<file path="src/rtl/aximm_over_stream_server_p.sv">
// AXI-MM-over-stream server: runs each AXI-Stream request packet as one AXI4-Lite read/write
// and returns one tagged response beat. Define AMOSS_ERR_RSP_EN to answer unknown types with ERROR_RSP.
module aximm_over_stream_server_p #(
  parameter int unsigned AXIS_DATA_WIDTH = 256,
  parameter int unsigned ADDR_WIDTH      = 64,
  parameter int unsigned DATA_WIDTH      = 32,
  parameter int unsigned CNT_WIDTH       = 32
) (
  input  logic                       clk,
  input  logic                       reset,
  input  logic [AXIS_DATA_WIDTH-1:0] AXIS_RX_TDATA,
  input  logic                       AXIS_RX_TVALID,
  input  logic                       AXIS_RX_TLAST,
  output logic                       AXIS_RX_TREADY,
  output logic [AXIS_DATA_WIDTH-1:0] AXIS_TX_TDATA,
  output logic                       AXIS_TX_TVALID,
  output logic                       AXIS_TX_TLAST,
  input  logic                       AXIS_TX_TREADY,
  output logic [ADDR_WIDTH-1:0]      M_AXI_AWADDR,
  output logic                       M_AXI_AWVALID,
  output logic [2:0]                 M_AXI_AWPROT,
  input  logic                       M_AXI_AWREADY,
  output logic [DATA_WIDTH-1:0]      M_AXI_WDATA,
  output logic [DATA_WIDTH/8-1:0]    M_AXI_WSTRB,
  output logic                       M_AXI_WVALID,
  input  logic                       M_AXI_WREADY,
  input  logic [1:0]                 M_AXI_BRESP,
  input  logic                       M_AXI_BVALID,
  output logic                       M_AXI_BREADY,
  output logic [ADDR_WIDTH-1:0]      M_AXI_ARADDR,
  output logic                       M_AXI_ARVALID,
  output logic [2:0]                 M_AXI_ARPROT,
  input  logic                       M_AXI_ARREADY,
  input  logic [DATA_WIDTH-1:0]      M_AXI_RDATA,
  input  logic [1:0]                 M_AXI_RRESP,
  input  logic                       M_AXI_RVALID,
  output logic                       M_AXI_RREADY,
  output logic [CNT_WIDTH-1:0]       req_count,
  output logic [CNT_WIDTH-1:0]       err_count
);
  localparam int unsigned DW      = DATA_WIDTH / 32;
  localparam int unsigned SW      = DATA_WIDTH / 8;
  localparam int unsigned DATA_LO = 96;
  localparam int unsigned RSP_LO  = 32 * (3 + DW);

  localparam logic [7:0] T_READ_REQ  = 8'd1;
  localparam logic [7:0] T_WRITE_REQ = 8'd2;
  localparam logic [7:0] T_READ_RSP  = 8'd3;
  localparam logic [7:0] T_WRITE_RSP = 8'd4;
`ifdef AMOSS_ERR_RSP_EN
  localparam logic [7:0] T_ERROR_RSP = 8'd5;
`endif

  typedef enum logic [3:0] {
    S_INIT, S_IDLE, S_DRAIN, S_WR_AW_W, S_WR_RESP, S_RD_ADDR, S_RD_DATA, S_ERR, S_SEND
  } state_t;

  state_t                     r_state;
  logic                       r_rx_tready;
  logic [AXIS_DATA_WIDTH-1:0] r_tx_tdata;
  logic                       r_tx_tvalid;
  logic                       r_tx_tlast;
  logic                       r_awvalid;
  logic                       r_wvalid;
  logic                       r_bready;
  logic                       r_arvalid;
  logic                       r_rready;
  logic [7:0]                 r_type;
  logic [15:0]                r_tag;
  logic [ADDR_WIDTH-1:0]      r_addr;
  logic [DATA_WIDTH-1:0]      r_wdata;
  logic [SW-1:0]              r_wstrb;
  logic [CNT_WIDTH-1:0]       r_req_count;
  logic [CNT_WIDTH-1:0]       r_err_count;

  logic [7:0]            w_rx_type;
  logic [15:0]           w_rx_tag;
  logic [ADDR_WIDTH-1:0] w_rx_addr;
  logic [DATA_WIDTH-1:0] w_rx_wdata;
  logic [SW-1:0]         w_rx_strb;
  logic                  w_rx_hs;
  logic                  w_dispatch;
  logic [7:0]            w_disp_type;
  logic                  w_unused;

  assign w_rx_type  = AXIS_RX_TDATA[7:0];
  assign w_rx_tag   = AXIS_RX_TDATA[31:16];
  assign w_rx_addr  = AXIS_RX_TDATA[32 +: ADDR_WIDTH];
  assign w_rx_wdata = AXIS_RX_TDATA[DATA_LO +: DATA_WIDTH];
  assign w_rx_strb  = AXIS_RX_TDATA[RSP_LO +: SW];
  assign w_rx_hs    = AXIS_RX_TVALID & r_rx_tready;
  // The last beat of a packet launches the request held from its first beat
  assign w_dispatch  = w_rx_hs & AXIS_RX_TLAST & ((r_state == S_IDLE) | (r_state == S_DRAIN));
  assign w_disp_type = (r_state == S_IDLE) ? w_rx_type : r_type;
  assign w_unused    = ^{AXIS_RX_TDATA[15:8], AXIS_RX_TDATA[95:32],
                         AXIS_RX_TDATA[AXIS_DATA_WIDTH-1:RSP_LO+SW]};

  function automatic logic [CNT_WIDTH-1:0] f_sat_inc(input logic [CNT_WIDTH-1:0] c);
    return (&c) ? c : c + CNT_WIDTH'(1);
  endfunction

  function automatic logic [AXIS_DATA_WIDTH-1:0] f_rsp(input logic [7:0] t, input logic [15:0] tag,
      input logic [ADDR_WIDTH-1:0] a, input logic [DATA_WIDTH-1:0] d, input logic [1:0] resp);
    logic [AXIS_DATA_WIDTH-1:0] v;
    v                       = '0;
    v[7:0]                  = t;
    v[31:16]                = tag;
    v[32 +: ADDR_WIDTH]     = a;
    v[DATA_LO +: DATA_WIDTH] = d;
    v[RSP_LO +: 2]          = resp;
    return v;
  endfunction

  always_ff @(posedge clk) begin
    if (reset) begin
      r_state     <= S_INIT;
      r_rx_tready <= 1'b0;
      r_tx_tdata  <= '0;
      r_tx_tvalid <= 1'b0;
      r_tx_tlast  <= 1'b0;
      r_awvalid   <= 1'b0;
      r_wvalid    <= 1'b0;
      r_bready    <= 1'b0;
      r_arvalid   <= 1'b0;
      r_rready    <= 1'b0;
      r_type      <= '0;
      r_tag       <= '0;
      r_addr      <= '0;
      r_wdata     <= '0;
      r_wstrb     <= '0;
      r_req_count <= '0;
      r_err_count <= '0;
    end else begin
      case (r_state)
        S_INIT: begin
          r_rx_tready <= 1'b1;
          r_state     <= S_IDLE;
        end
        S_IDLE: if (w_rx_hs) begin
          r_req_count <= f_sat_inc(r_req_count);
          r_type      <= w_rx_type;
          r_tag       <= w_rx_tag;
          r_addr      <= w_rx_addr;
          r_wdata     <= w_rx_wdata;
          r_wstrb     <= (w_rx_strb == '0) ? '1 : w_rx_strb;
          if (!AXIS_RX_TLAST) r_state <= S_DRAIN;
        end
        S_DRAIN: ;
        S_WR_AW_W: begin
          if (M_AXI_AWREADY) r_awvalid <= 1'b0;
          if (M_AXI_WREADY)  r_wvalid  <= 1'b0;
          if ((!r_awvalid || M_AXI_AWREADY) && (!r_wvalid || M_AXI_WREADY)) begin
            r_bready <= 1'b1;
            r_state  <= S_WR_RESP;
          end
        end
        S_WR_RESP: if (M_AXI_BVALID) begin
          r_bready    <= 1'b0;
          r_tx_tdata  <= f_rsp(T_WRITE_RSP, r_tag, r_addr, r_wdata, M_AXI_BRESP);
          r_tx_tvalid <= 1'b1;
          r_tx_tlast  <= 1'b1;
          if (M_AXI_BRESP != 2'b00) r_err_count <= f_sat_inc(r_err_count);
          r_state     <= S_SEND;
        end
        S_RD_ADDR: if (M_AXI_ARREADY) begin
          r_arvalid <= 1'b0;
          r_rready  <= 1'b1;
          r_state   <= S_RD_DATA;
        end
        S_RD_DATA: if (M_AXI_RVALID) begin
          r_rready    <= 1'b0;
          r_tx_tdata  <= f_rsp(T_READ_RSP, r_tag, r_addr, M_AXI_RDATA, M_AXI_RRESP);
          r_tx_tvalid <= 1'b1;
          r_tx_tlast  <= 1'b1;
          if (M_AXI_RRESP != 2'b00) r_err_count <= f_sat_inc(r_err_count);
          r_state     <= S_SEND;
        end
        S_ERR: begin
          r_err_count <= f_sat_inc(r_err_count);
`ifdef AMOSS_ERR_RSP_EN
          r_tx_tdata  <= f_rsp(T_ERROR_RSP, r_tag, r_addr, '0, 2'b10);
          r_tx_tvalid <= 1'b1;
          r_tx_tlast  <= 1'b1;
          r_state     <= S_SEND;
`else
          r_rx_tready <= 1'b1;
          r_state     <= S_IDLE;
`endif
        end
        S_SEND: if (AXIS_TX_TREADY) begin
          r_tx_tvalid <= 1'b0;
          r_tx_tlast  <= 1'b0;
          r_rx_tready <= 1'b1;
          r_state     <= S_IDLE;
        end
        default: r_state <= S_INIT;
      endcase

      if (w_dispatch) begin
        r_rx_tready <= 1'b0;
        case (w_disp_type)
          T_READ_REQ: begin
            r_arvalid <= 1'b1;
            r_state   <= S_RD_ADDR;
          end
          T_WRITE_REQ: begin
            r_awvalid <= 1'b1;
            r_wvalid  <= 1'b1;
            r_state   <= S_WR_AW_W;
          end
          default: r_state <= S_ERR;
        endcase
      end
    end
  end

  assign AXIS_RX_TREADY = r_rx_tready;
  assign AXIS_TX_TDATA  = r_tx_tdata;
  assign AXIS_TX_TVALID = r_tx_tvalid;
  assign AXIS_TX_TLAST  = r_tx_tlast;
  assign M_AXI_AWADDR   = r_addr;
  assign M_AXI_AWVALID  = r_awvalid;
  assign M_AXI_AWPROT   = 3'b000;
  assign M_AXI_WDATA    = r_wdata;
  assign M_AXI_WSTRB    = r_wstrb;
  assign M_AXI_WVALID   = r_wvalid;
  assign M_AXI_BREADY   = r_bready;
  assign M_AXI_ARADDR   = r_addr;
  assign M_AXI_ARVALID  = r_arvalid;
  assign M_AXI_ARPROT   = 3'b000;
  assign M_AXI_RREADY   = r_rready;
  assign req_count      = r_req_count;
  assign err_count      = r_err_count;

endmodule
</file>
<file path="config.mk">
export PLATFORM = sky130hd
export DESIGN_NAME = aximm_over_stream_server_p
export DESIGN_NICKNAME = d
export VERILOG_FILES = /design/src/rtl/aximm_over_stream_server_p.sv
export SDC_FILE = /design/constraint.sdc
export NUM_CORES = 1
export LEC_CHECK = 0
export CAP_MARGIN = 10
export CORE_AREA = 4 4 314 316
export DETAILED_ROUTE_END_ITERATION = 6
export DIE_AREA = 0 0 318 320
export SLEW_MARGIN = 40
export SYNTH_ARGS = -nofsm -noshare
export SYNTH_HDL_FRONTEND = slang
export SYNTH_SLANG_ARGS = --single-unit
</file>
<file path="constraint.sdc">
create_clock -name clk -period 4.4 [get_ports clk]
set_input_delay 0.88 -clock clk [delete_from_list [all_inputs] [get_ports clk]]
set_output_delay 0.88 -clock clk [all_outputs]
set_load 0.02 [all_outputs]
</file>
# After elaboration in Yosys (flattened, before gate mapping)
# Index checks and enable logic that the tools add are counted.
# word_totals
regBits,455
inputBits,302
output_inout_bits,498
wordCells,121
# op_classes
addsub,2
n_eq_ne,25
muxes,45
bitwise,5
n_reduce_logical,28
# ops
cell,n
$mux W256,2
$pmux W256 S2,1
$mux W32,5
$pmux W32 S3,1
$add A32 B1 Y32 const B,2
$reduce_and A32 Y1,2
$mux W4,9
$pmux W4 S8,1
$ne A3 B3 Y1 const B,7
$mux W1,20
$eq A4 B3 Y1 const B,4
$ne A2 B2 Y1 const B,8
$reduce_and A3 Y1,4
$reduce_bool A2 Y1,6
$eq A4 B2 Y1 const B,2
$eq A8 B1 Y1 const B,1
$eq A8 B2 Y1 const B,1
$logic_not A4 Y1,2
$mux W8,1
$reduce_and A8 Y1,1
$pmux W1 S2,3
$pmux W3 S2,1
$reduce_bool A3 Y1,2
$reduce_and A5 Y1,1
other kinds (12),18

# Logic depth before layout (Yosys ltp)
# logic_depth
depth_word,6
depth_mapped,8
mapped_depth_nobuf,6

# Least setup slack after synthesis
# Ideal clock, no wire load.
# synth_path
path_type,input to register
start,input M_AXI_RVALID
end,"register r_err_count[1], in the netlist err_count[1]"
setup_ns,0.115
arrival_ns,2.185
t_required_ns,4.285
slack_ns,2.100
cell_stages,7
n_path_buf,2
cell_sequence,mux2_2 o21a_2 nand2_1 buf_2 clkbuf_1 nor3b_1 o21ba_2
# synth_between
elab_chain_cells,2
# synth_lines
item,line_no,source
start: declaration,36,"input logic M_AXI_RVALID,"
$ne A2 B2 Y1 (no source line),--,
$reduce_and A5 Y1 (no source line),--,
end signal: assignment,162,if (M_AXI_BRESP != 2'b00) r_err_count <= f_sat_inc(r_err_count);
end signal: assignment,175,if (M_AXI_RRESP != 2'b00) r_err_count <= f_sat_inc(r_err_count);
end signal: assignment,179,r_err_count <= f_sat_inc(r_err_count);
end: declaration,74,logic [CNT_WIDTH-1:0] r_err_count;
# No other way between the ends.
# A chain may end at the register's enable or synchronous reset.

# Worst setup path in the final report
# layout_path
start,register r_state[2]
end,"register r_err_count[8], in the netlist err_count[8]"
# layout_between
elab_chain_cells,3
# layout_lines
item,line_no,source
start: declaration,58,state_t r_state;
start signal: assignment,116,r_state <= S_INIT;
start signal: assignment,137,r_state <= S_IDLE;
start signal: assignment,146,if (!AXIS_RX_TLAST) r_state <= S_DRAIN;
$eq A4 B3 Y1,134,case (r_state)
$ne A2 B2 Y1 (no source line) or $reduce_bool A3 Y1 (tied branches),--,
$reduce_and A5 Y1 (no source line),--,
# Parallel ways exist; a longest one is shown, timed or not.

==> metrics list <==
* Status: complete, no violations
- For hold timing, the worst endpoint is AXIS_TX_TDATA[16].
* Part of the total power dissipated in the clock network: 41.8%
* Number of nets with antenna violations after routing: 0
- Clock insertion delay at the later pin of the skew report: 0.57 ns
* Pwr per Cell Area: 369 mW/mm²
- Post-synthesis average cell area: between 8 and 9 µm²
* Number of clock sinks: between 300 and 400
* Clock Root Buffer: sky130_fd_sc_hd__clkbuf_16
- Post-detailed-route via-to-cell ratio: 3.81
* Number of distinct library cells after synthesis: 69
- In the final timing run, aggregate negative setup slack is 0 ns.
- Once placement completed, the tool counted placed cells totaling 3367.
* Antenna violations before repair: 5
- The worst register-to-register path begins at r_state[2].
- Derived from the worst setup path, the maximum achievable clock frequency is around 0.36 GHz.
- Sequential cell fraction of total power: 40.6%
- The filler cells instantiated in the layout total approximately 11000.
- Setup repair after global routing left no endpoint under its margin.
- The region available for standard cell placement spans approximately 0.096 mm².
* Min Tclk post-route: 2.80 ns
- Startpoint of the most critical hold path: r_tag[0]
- The first global-routing pass estimated 76000 µm of wire.
- Global routing consumed, over all layers together, 9.55% of the routing resources.
- STA classifies the critical path startpoint as a register.
- Yosys reg bits: 315
* Total gr overflow: 0
* Initial standard-cell utilization of the core: 14.5%
- The first detailed-routing pass took 5 iterations.
- Dividing the detail-routed wire length by the instance count gives 15.2 µm.
- The tool flagged a number of max-cap violations equal to 0.
- The via count of the first global-routing pass came to 12200.
- Buffer levels on the longest clock path: 3
- Reg clk slew, reported paths: about 0.060 ns
- The final max-slew violation count was 0.
* Primary FF master, synth: sky130_fd_sc_hd__dfxtp_1
* Async SR Flop Fraction: 0%
* Critical path type: reg -> reg
* Max H-tree Level: 2
* Crit path DAT: 3.24 ns
- Finished Core Util: a little over a fifth
* Capture point of the worst reg-to-reg path: err_count[8]
* # port buffers: 522
- At the end of the flow, the number of nets in the layout was 2437.
- Worst Skew: 0.0152 ns
- Cell internal power was estimated by the tool at 0.00543 W.
- The number of endpoints with negative hold slack in the final report is 0.
- Detailed routing inserted a total of 13100 vias.
- Floorplan die height: 320 µm
- The analysis attributes to net switching a power of 0.00226 W.
* Count of flip-flops with a built-in enable after synthesis: 0
- Detailed-route wire length: 52400 µm
- Minimum setup slack among reg-to-reg paths: 1.60 ns
- Post-CTS repair changed the size of 0 cells.
- Area taken by multi-input logic gates: 0.00614 mm²
- The min-delay analysis places its worst path in the category reg -> reg.
- In this run switching power makes up 29.4% of total power.
- DRC violations left: 0
- STA puts the critical path data required time at a little under 5 ns.
* Die width: 318 µm
* Number of buffers inserted to repair setup after CTS: 0
- Overall power consumption after layout is estimated at 0.00769 W.
- Synthesis handed over a netlist of ~1700 instances.
- Cells with a size suffix above 1 make up between 4 and 5% of the layout.
- After synthesis, flip-flops and latches occupy 45.3% of the total area.
- Along the worst path, the maximum fanout reaches 22.
* Highest ir drop seen on vdd: approximately 210 µV
* Post-Place Worst Slack: 1.10 ns
* Number of setup violations in the final report: 0
* Post-synthesis to final-layout area growth: 49.5%
* Total of hold buffers inserted after clock tree synthesis: 0
* Combinational group share of total power: 17.6%
- Largest net degree at the start of global routing: 107
- Leakage power figure: 6.82 nW
* Die Area: just over 0.1 mm²
- Tightest Pin Transition: between 0.7 and 0.8 ns
- Total CTS buffers: 40
* Cells on Worst Hold Path: 2
- TritonCTS built the clock tree.
- For this block, the initial DRC count from the detailed router was 1016.
- The worst path uses a little under two thirds of the clock period.
* Cells on worst reg2reg path: 5
- Count of boundary I/O pins: 800
- Netlist area before placement: 0.0139 mm²
- Number of placement rows: roughly 110
* Setup slack after layout: 1.60 ns
- Nature of the critical path endpoint: register
- Worst slew slack as a fraction of its limit: 47.0%
- Half-perimeter wire length after placement: ~38000 µm
- The count of cells in the finished layout, fillers not included, comes to 3442.
- RD Place Congestion: 0.808
- Sequential Area: 0.00631 mm²
- Count of synthesis-stage warnings from yosys: 0
-- metal layers --
layer	part of all wire (%)	track usage, %	routed length (µm)	up-vias
li1	-	-	-	6386
met1	42	11.5	22100	6098
met2	45	15.2	23500	540
met3	10	4.21	5340	77
met4	2.8	3.09	1480	4
met5	0.048	0	25	-
-- power by group through the flow --
stage | Clock [W] | Combinational (W) | Sequential (W)
after floorplan | 0 | 0.000787 | 0.00323
after global placement | 0 | 0.00136 | 0.00318
after detailed placement | 0 | 0.00136 | 0.00318
after CTS | 0.00337 | 0.00137 | 0.00312
after global routing | 0.00348 | 0.00145 | 0.00314
final | 0.00321 | 0.00135 | 0.00312
-- how the worst max path moves through the flow --
stage	from	to	slack (ns)	depth (start not counted)
final	r_state[2]	err_count[8]	1.60	5
after global routing	r_state[2]	err_count[8]	1.37	5
after detailed placement	M_AXI_RRESP[0]	err_count[8]	1.10	6
after global placement	M_AXI_RRESP[0]	err_count[8]	1.11	6
after CTS	r_state[2]	err_count[8]	1.63	5
after floorplan	M_AXI_RVALID	err_count[1]	2.10	7
-- cells by family (layout without fill, tap and decap cells) --
kind of cell	count (synthesis)	after routing	synth area share, %
fa+ha+maj	2	2	0.180
mux	6	6	0.476
other cells	1	148	0.0269
buf+inv	333	623	15.0
flops	315	315	45.3
compound gates	380	380	16.4
xor+xnor	6	6	0.377
simple gates	686	686	22.3
-- critical path, stage by stage (launching register included) --
cell and delay [ns]:
sky130_fd_sc_hd__dfxtp_1 0.53, sky130_fd_sc_hd__nor2b_1 0.43, sky130_fd_sc_hd__o21a_2 0.40, sky130_fd_sc_hd__nand2_1 0.44
sky130_fd_sc_hd__nor4_1 0.50, sky130_fd_sc_hd__mux2_1 0.36
-- layout by cell type, fill, tap and decap left out, drive strengths merged, types with 4 or more instances in the layout --
cell	count
and4	13
a222oi	34
inv	13
nand2	436
and3	12
nand3	28
or4	21
o31ai	20
clkbuf	63
buf	19
clkinv	7
nand2b	5
conb	145
nor3	16
nand4	22
a21oi	255
and2	4
mux2	5
nor2b	13
nor4	8
or3	28
nor2	68
dfxtp	315
o21ai	32
clkdlybuf4s50	521
a31oi	4
-- registers in the layout (all words and copies together), names as in the netlist --
register	cells
AXIS_RX_TREADY	1
M_AXI_WSTRB	4
req_count	32
M_AXI_WDATA	32
M_AXI_ARADDR	64
r_type	8
r_tag	16
M_AXI_RREADY	1
AXIS_TX_TLAST	1
M_AXI_AWVALID	1
M_AXI_ARVALID	1
M_AXI_BREADY	1
AXIS_TX_TDATA	116
err_count	32
M_AXI_WVALID	1
r_state	4
-- cells in the mapped netlist (3+ instances only) --
cell,n,share of area (%)
sky130_fd_sc_hd__a211oi_1,3,0.16
sky130_fd_sc_hd__a21oi_1,255,9.2
sky130_fd_sc_hd__a222oi_1,34,2.4
sky130_fd_sc_hd__a311oi_1,3,0.19
sky130_fd_sc_hd__a31oi_1,4,0.18
sky130_fd_sc_hd__and2_1,3,0.13
sky130_fd_sc_hd__and3_1,12,0.54
sky130_fd_sc_hd__and4_1,12,0.75
sky130_fd_sc_hd__buf_1,3,0.081
sky130_fd_sc_hd__buf_2,24,0.86
sky130_fd_sc_hd__buf_4,214,12
sky130_fd_sc_hd__clkbuf_1,81,2.2
sky130_fd_sc_hd__dfxtp_1,315,45
sky130_fd_sc_hd__inv_1,11,0.30
sky130_fd_sc_hd__mux2_1,4,0.32
sky130_fd_sc_hd__nand2_1,435,12
sky130_fd_sc_hd__nand2b_1,5,0.22
sky130_fd_sc_hd__nand3_1,28,1.0
sky130_fd_sc_hd__nand4_1,20,0.90
sky130_fd_sc_hd__nor2_1,68,1.8
sky130_fd_sc_hd__nor2b_1,12,0.54
sky130_fd_sc_hd__nor3_1,15,0.54
sky130_fd_sc_hd__nor4_1,7,0.31
sky130_fd_sc_hd__o21ai_0,32,1.1
sky130_fd_sc_hd__o21ba_2,3,0.22
sky130_fd_sc_hd__o31a_1,3,0.19
sky130_fd_sc_hd__o31ai_1,18,0.97
sky130_fd_sc_hd__or3_1,28,1.3
sky130_fd_sc_hd__or4_1,21,1.1
sky130_fd_sc_hd__xnor2_1,3,0.19
sky130_fd_sc_hd__xor2_1,3,0.19
-- metrics by stage --
| step | hold WS (ns) | instance area, µm² |
|---|---|---|
| global route | 0.465 | 20800 |
| detailed placement | 0.443 | 19500 |
| CTS | 0.451 | 20800 |
| floorplan | 0.432 | 14500 |
| finish | 0.450 | 20800 |
| global placement | 0.441 | 19500 |
-- final cells by class --
class	instances	share of cell area [%]
diodes	3	0.0360
clock buffers	63	5.90
clock inverters	9	0.288
inverters	11	0.198
multi-input cells	1225	29.5
flip-flops and latches	315	30.3
well taps	1276	7.66
repair buffers	540	26.2
No activity file was read; power rests on OpenSTA's default activity.
